[config.mk]
export PLATFORM = sky130hd
export DESIGN_NAME = regfile_mp_sb
export DESIGN_NICKNAME = d
export VERILOG_FILES = /design/src/rtl/regfile_pkg.sv /design/src/rtl/regfile_scoreboard.sv /design/src/rtl/regfile_mp_sb.sv
export SDC_FILE = /design/constraint.sdc
export NUM_CORES = 2
export LEC_CHECK = 0
export BUFFER_PORTS_ARGS = -buffer_cell sky130_fd_sc_hd__buf_2
export CAP_MARGIN = 25
export CORE_MARGIN = 2
export CORE_UTILIZATION = 25
export CTS_BUF_LIST = sky130_fd_sc_hd__clkbuf_16
export DETAILED_ROUTE_END_ITERATION = 10
export PLACE_DENSITY = 0.5
export SLEW_MARGIN = 20
export SYNTH_ARGS = -nofsm -noshare
export SYNTH_HDL_FRONTEND = slang
export SYNTH_SLANG_ARGS = --single-unit
export TNS_END_PERCENT = 20
[constraint.sdc]
create_clock -name clk -period 3.25 [get_ports clk]
set_input_delay 0 -clock clk [delete_from_list [all_inputs] [get_ports clk]]
set_output_delay 0 -clock clk [all_outputs]
set_load 0.005 [all_outputs]
[src/rtl/regfile_pkg.sv]
// regfile_pkg: shared defaults and helpers for the scoreboarded register file.
// Revision 1.0 - initial release
`default_nettype none

package regfile_pkg;

  localparam int DATA_W_DEF = 32;
  localparam int ADDR_W_DEF = 5;
  localparam int REG_ZERO   = 0;

  // Low bit index of lane k inside a packed multi-port bus of lane width w
  function automatic int port_lo(input int k, input int w);
    return k * w;
  endfunction

endpackage

`default_nettype wire

[src/rtl/regfile_scoreboard.sv]
// regfile_scoreboard: per-register busy bits with reserve-over-clear priority and a running busy count.
// Revision 1.0 - initial release
`default_nettype none

module regfile_scoreboard
  import regfile_pkg::*;
#(
  parameter int ADDR_W = ADDR_W_DEF
) (
  input  logic                     clk,
  input  logic                     rst,
  input  logic                     rsv_en,
  input  logic [ADDR_W-1:0]        rsv_addr,
  input  logic                     wr0_en,
  input  logic [ADDR_W-1:0]        wr0_addr,
  input  logic                     wr1_en,
  input  logic [ADDR_W-1:0]        wr1_addr,
  output logic [(2**ADDR_W)-1:0]   busy,
  output logic [ADDR_W:0]          busy_cnt
);

  localparam int DEPTH = 2**ADDR_W;
  localparam logic [ADDR_W-1:0] c_zero_addr = ADDR_W'(REG_ZERO);

  logic [DEPTH-1:0] r_busy;
  logic [DEPTH-1:0] w_busy_nxt;
  logic [ADDR_W:0]  r_cnt;
  logic             w_set;
  logic             w_clr0;
  logic             w_clr1;

  always_comb begin
    w_busy_nxt = r_busy;
    for (int r = 1; r < DEPTH; r++) begin
      if (rsv_en && rsv_addr == ADDR_W'(r))
        w_busy_nxt[r] = 1'b1;
      else if ((wr0_en && wr0_addr == ADDR_W'(r)) || (wr1_en && wr1_addr == ADDR_W'(r)))
        w_busy_nxt[r] = 1'b0;
    end
    w_busy_nxt[0] = 1'b0;
  end

  // Transition detection for the incremental count; a register cleared by both lanes counts once
  assign w_set  = rsv_en && (rsv_addr != c_zero_addr) && !r_busy[rsv_addr];
  assign w_clr0 = wr0_en && (wr0_addr != c_zero_addr) && r_busy[wr0_addr]
                  && !(rsv_en && rsv_addr == wr0_addr);
  assign w_clr1 = wr1_en && (wr1_addr != c_zero_addr) && r_busy[wr1_addr]
                  && !(rsv_en && rsv_addr == wr1_addr)
                  && !(w_clr0 && wr0_addr == wr1_addr);

  always_ff @(posedge clk or negedge rst) begin
    if (!rst) begin
      r_busy <= '0;
      r_cnt  <= '0;
    end else begin
      r_busy <= w_busy_nxt;
      r_cnt  <= r_cnt + (ADDR_W+1)'(w_set) - (ADDR_W+1)'(w_clr0) - (ADDR_W+1)'(w_clr1);
    end
  end

  assign busy     = r_busy;
  assign busy_cnt = r_cnt;

endmodule

`default_nettype wire

[src/rtl/regfile_mp_sb.sv]
// regfile_mp_sb: multi-read, dual-write register file with RAW scoreboard.
// Optional write-first read forwarding enabled by macro REGFILE_BYPASS_EN. Revision 1.0
`default_nettype none

module regfile_mp_sb
  import regfile_pkg::*;
#(
  parameter int DATA_W = DATA_W_DEF,
  parameter int ADDR_W = ADDR_W_DEF,
  parameter int NUM_RD = 2
) (
  input  logic                     clk,
  input  logic                     rst,
  input  logic [NUM_RD*ADDR_W-1:0] rd_addr,
  output logic [NUM_RD*DATA_W-1:0] rd_data,
  output logic [NUM_RD-1:0]        rd_busy,
  input  logic                     wr0_en,
  input  logic [ADDR_W-1:0]        wr0_addr,
  input  logic [DATA_W-1:0]        wr0_data,
  input  logic                     wr1_en,
  input  logic [ADDR_W-1:0]        wr1_addr,
  input  logic [DATA_W-1:0]        wr1_data,
  input  logic                     rsv_en,
  input  logic [ADDR_W-1:0]        rsv_addr,
  output logic [ADDR_W:0]          busy_cnt,
  input  logic [ADDR_W-1:0]        test_addr,
  output logic [DATA_W-1:0]        test_data
);

  localparam int DEPTH = 2**ADDR_W;
  localparam logic [ADDR_W-1:0] c_zero_addr = ADDR_W'(REG_ZERO);

  logic [DATA_W-1:0] r_mem [DEPTH];
  logic [DEPTH-1:0]  w_busy;

  regfile_scoreboard #(
    .ADDR_W (ADDR_W)
  ) u_scoreboard (
    .clk      (clk),
    .rst      (rst),
    .rsv_en   (rsv_en),
    .rsv_addr (rsv_addr),
    .wr0_en   (wr0_en),
    .wr0_addr (wr0_addr),
    .wr1_en   (wr1_en),
    .wr1_addr (wr1_addr),
    .busy     (w_busy),
    .busy_cnt (busy_cnt)
  );

  // Lane 1 is the younger instruction, so its write is issued last and wins
  always_ff @(posedge clk or negedge rst) begin
    if (!rst) begin
      for (int i = 0; i < DEPTH; i++)
        r_mem[i] <= '0;
    end else begin
      if (wr0_en && wr0_addr != c_zero_addr)
        r_mem[wr0_addr] <= wr0_data;
      if (wr1_en && wr1_addr != c_zero_addr)
        r_mem[wr1_addr] <= wr1_data;
    end
  end

  for (genvar k = 0; k < NUM_RD; k++) begin : g_rd
    logic [ADDR_W-1:0] w_addr;
    assign w_addr = rd_addr[port_lo(k, ADDR_W) +: ADDR_W];
`ifdef REGFILE_BYPASS_EN
    logic w_hit0;
    logic w_hit1;
    assign w_hit0 = wr0_en && (wr0_addr == w_addr) && (w_addr != c_zero_addr);
    assign w_hit1 = wr1_en && (wr1_addr == w_addr) && (w_addr != c_zero_addr);
    assign rd_data[port_lo(k, DATA_W) +: DATA_W] = w_hit1 ? wr1_data :
                                                   w_hit0 ? wr0_data : r_mem[w_addr];
    // A same-cycle reservation to the address means a new producer is still outstanding
    assign rd_busy[k] = ((w_hit0 || w_hit1) && !(rsv_en && rsv_addr == w_addr)) ? 1'b0
                                                                                : w_busy[w_addr];
`else
    assign rd_data[port_lo(k, DATA_W) +: DATA_W] = r_mem[w_addr];
    assign rd_busy[k] = w_busy[w_addr];
`endif
  end

  assign test_data = r_mem[test_addr];

endmodule

`default_nettype wire

==> summary.txt <==
post-route core utilization: 29.4%
setup repair after global routing missed its margin: true
Die ar.: 297000 sq um
total number of vias: 60300
first drt pass iteration count: 8
highest clock frequency the design can meet: 0.294 GHz
slew at the pin closest to its max-slew limit: 1.09 ns
horizontal extent of the die: 545 um
Tot GR Track Use: 21.7%
number of nets at the end of the flow: 6399
Clock Skews: 0.0207 ns
worst setup path category: reg2reg
critical path capture point type: register
number of antenna violations at the first check in global routing: 30
WL final: 332000 um
worst min path class: in2async
WL/cell: 32.2 um
layout overhead on the synthesized area: 16.8%
setup violators final: 2
synthesized area per cell: 11.6 sq um
flop2flop setup slack: -0.15 ns
post-synthesis register bit count: 1061
number of pins exceeding their max-slew limit in the final report: 0
Synth async-reset ratio: 100%
largest fanout on the critical path: 4
grt total ovfl: 0
area of the core: 291000 sq um
Req. time, crit path: 3.94 ns
clock tree from TritonCTS: built
port buffer count: 202
final hold viol count: 0
first-pass GRT wire length: 467000 um
initial standard-cell utilization of the core: 25.2%
CTS HTree Levels: 4
Filler cells: 29700
power per standard cell area: 595 nW/um^2
clock tree root buffer cell: clkbuf_16
global placement routability congestion: 0.877
DRC violation count after routing: 0
number of nets with antenna violations after detailed routing: 0
pin count of the biggest net entering global routing: 96
MaxCap Viol Count: 0
HPWL after DPL: 211000 um
Period Utilization, post-route: 105%
Mapped Cells: 6320
clk_lat worst skew: 0.82 ns
sequential cell area: 26600 sq um
Syn Nets: 6427
shortest clock period the worst path allows after layout: 3.40 ns
clock-pin slew on the worst setup and hold paths: 0.06 ns
failing checks: setup timing
floorplan die height: 545 um
via density per instance: 5.85
area of combinational cells with multiple inputs: 43600 sq um
netlist area before placement: 73300 sq um
result of the run: complete, but fails checks
EDFF count, synth: 0
placement row count: 198
Inserted Clock Buffers: 133
CTS max path bufs: 3
drt initial violations: 8673
portion of the post-synthesis area used by sequential elements: 36.2%
ys flop type: dfrtp_1
count of boundary I/O pins: 203
Netlist cell types: 55
overall power after layout: 50.9 mW
Max VDD drop: 566 uV
Max-slew headroom: 27.2%
static leakage power: 35.4 nW
vias in the first global route: 58600
layout cells sized above 1: 30.5%
YS warnings: 0
total number of clock tree sinks: 1061
Worst Slack Setup Final: -0.150 ns
arrival time at the worst endpoint: 4.09 ns
critical path launch point type: register
[cells in the final DEF, fill, tap and decap left out, types with 8 or more instances in the layout]
| master | n |
|---|---|
| dfrtp_1 | 1061 |
| mux4_2 | 999 |
| nor2_1 | 594 |
| mux2i_1 | 557 |
| a21oi_1 | 512 |
| nand2_1 | 480 |
| o21ai_0 | 408 |
| a22oi_1 | 398 |
| buf_4 | 269 |
| buf_2 | 189 |
| clkbuf_16 | 138 |
| dlygate4sd3_1 | 112 |
| mux2_2 | 106 |
| buf_12 | 100 |
| o21ai_1 | 52 |
| inv_1 | 50 |
| a221oi_1 | 30 |
| and2_1 | 30 |
| clkinv_1 | 29 |
| a32o_1 | 25 |
| nand2_4 | 23 |
| nor2_4 | 17 |
| clkinv_2 | 17 |
| nand2_2 | 16 |
| nor2b_1 | 12 |
| a32oi_1 | 11 |
| nor3_2 | 10 |
| xor2_1 | 9 |
| nand3_1 | 9 |
| inv_6 | 9 |
| nand2b_1 | 8 |
[where the power goes]
| group | leakage [nW] | switching (mW) | internal [mW] |
|---|---|---|---|
| registers | 13.1 | 3.52 | 16.6 |
| logic | 20.3 | 6.81 | 9.39 |
| clock network | 2.11 | 6.44 | 8.15 |
| total | 35.4 | 16.8 | 34.1 |
[worst max-delay path: stages, from the launching register on]
cell	delay, ns
dfrtp_1	0.42
buf_6	0.14
mux4_2	0.46
mux2_4	0.31
a2bb2oi_4	0.15
nand3_2	0.09
a31oi_1	0.06
mux2i_1	0.16
ha_2	0.19
a21oi_2	0.03
ha_1	0.29
inv_2	0.08
ha_4	0.13
inv_2	0.04
fa_2	0.37
inv_2	0.05
a21o_1	0.12
a21oi_2	0.05
xnor2_1	0.12
[cell families after synthesis]
kind of cell,share of synthesized area [%]
buffers and inverters,4.98
AOI/OAI and AO/OA,11.8
DFF,36.2
muxes,40.0
and+or+nand+nor,6.72
xor gates and xnor gates,0.191
adders and majority gates,0.147
[cells in the mapped netlist, types with 11 or more instances]
library cell / number / area share, %
a21oi_1: 514 / 3.5
a221oi_1: 30 / 0.36
a22oi_1: 398 / 4.1
a32o_1: 25 / 0.34
a32oi_1: 11 / 0.13
and2_1: 30 / 0.26
buf_1: 65 / 0.33
buf_2: 171 / 1.2
buf_4: 25 / 0.26
clkbuf_1: 578 / 3.0
dfrtp_1: 1061 / 36
inv_1: 25 / 0.13
mux2_2: 107 / 1.6
mux2i_1: 557 / 7.6
mux4_2: 999 / 31
nand2_1: 519 / 2.7
nand3_1: 15 / 0.10
nor2_1: 612 / 3.1
nor2b_1: 12 / 0.10
nor3_1: 17 / 0.12
o21ai_0: 408 / 2.8
o21ai_1: 52 / 0.36
[worst paths after layout]
kind                                  startpoint                       end  depth (start not counted)
max                        u_scoreboard.busy[26]  u_scoreboard.busy_cnt[5]                         18
min                                          rst                r_mem[219]                          3
max reg2reg                u_scoreboard.busy[26]  u_scoreboard.busy_cnt[5]                         18
min reg2reg                          r_mem[1018]               r_mem[1018]                          0
max in group asynchronous                    rst                r_mem[411]                          4
min in group clk                     wr0_addr[2]                r_mem[893]                          5
[per-layer routing]
metal / vias to the layer above / track usage (%) / share of wire (%)
met2: 3980 / 32.8 / 44
met3: 845 / 5.40 / 11
met1: 31300 / 29.4 / 40
met4: 18 / 9.75 / 5.0
met5: - / 0 / 0.035
li1: 24100 / - / -
[cell type report]
cell class                      count  share of cell area (%)
Antenna cell                        4                  0.0117
Clock inverter                     96                   0.740
Tap cell                         3900                    5.70
Sequential cell                  1061                    31.0
Timing Repair Buffer              685                    7.36
Clock buffer                      138                    4.04
Inverter                           25                   0.110
Multi-Input combinational cell   4386                    51.0
[through the flow]
| stage | TNS [ns] | hold slack, ns | setup slack (ns) | cell area, sq um | instances |
|---|---|---|---|---|---|
| after floorplan | 0 | -0.296 | 0.0311 | 73300 | 6320 |
| after global placement | -0.912 | 0.0579 | -0.445 | 80200 | 9937 |
| after detailed placement | -0.585 | 0.0575 | -0.313 | 80200 | 9937 |
| after CTS | -0.193 | 0.00133 | -0.155 | 85500 | 10300 |
| after global routing | -0.718 | 0.0226 | -0.321 | 85600 | 10300 |
| final | -0.212 | 0.0169 | -0.150 | 85600 | 10300 |
[timing repair]
action / in CTS / in global routing
setup endpoints to repair: 3 / 4
buffers inserted: 4 / 3
pin swaps: 4 / 7
hold buffers: 113 / 0
gates resized for setup: 13 / 9
hold endpoints to repair: 1669 / 0
gates cloned: 0 / 0
[registers in the layout, summed over array words and instances, names as in the netlist]
name	flops
r_mem	1024
u_scoreboard.busy_cnt	6
u_scoreboard.busy	31
Note: power is estimated with default switching activity, not from simulation.
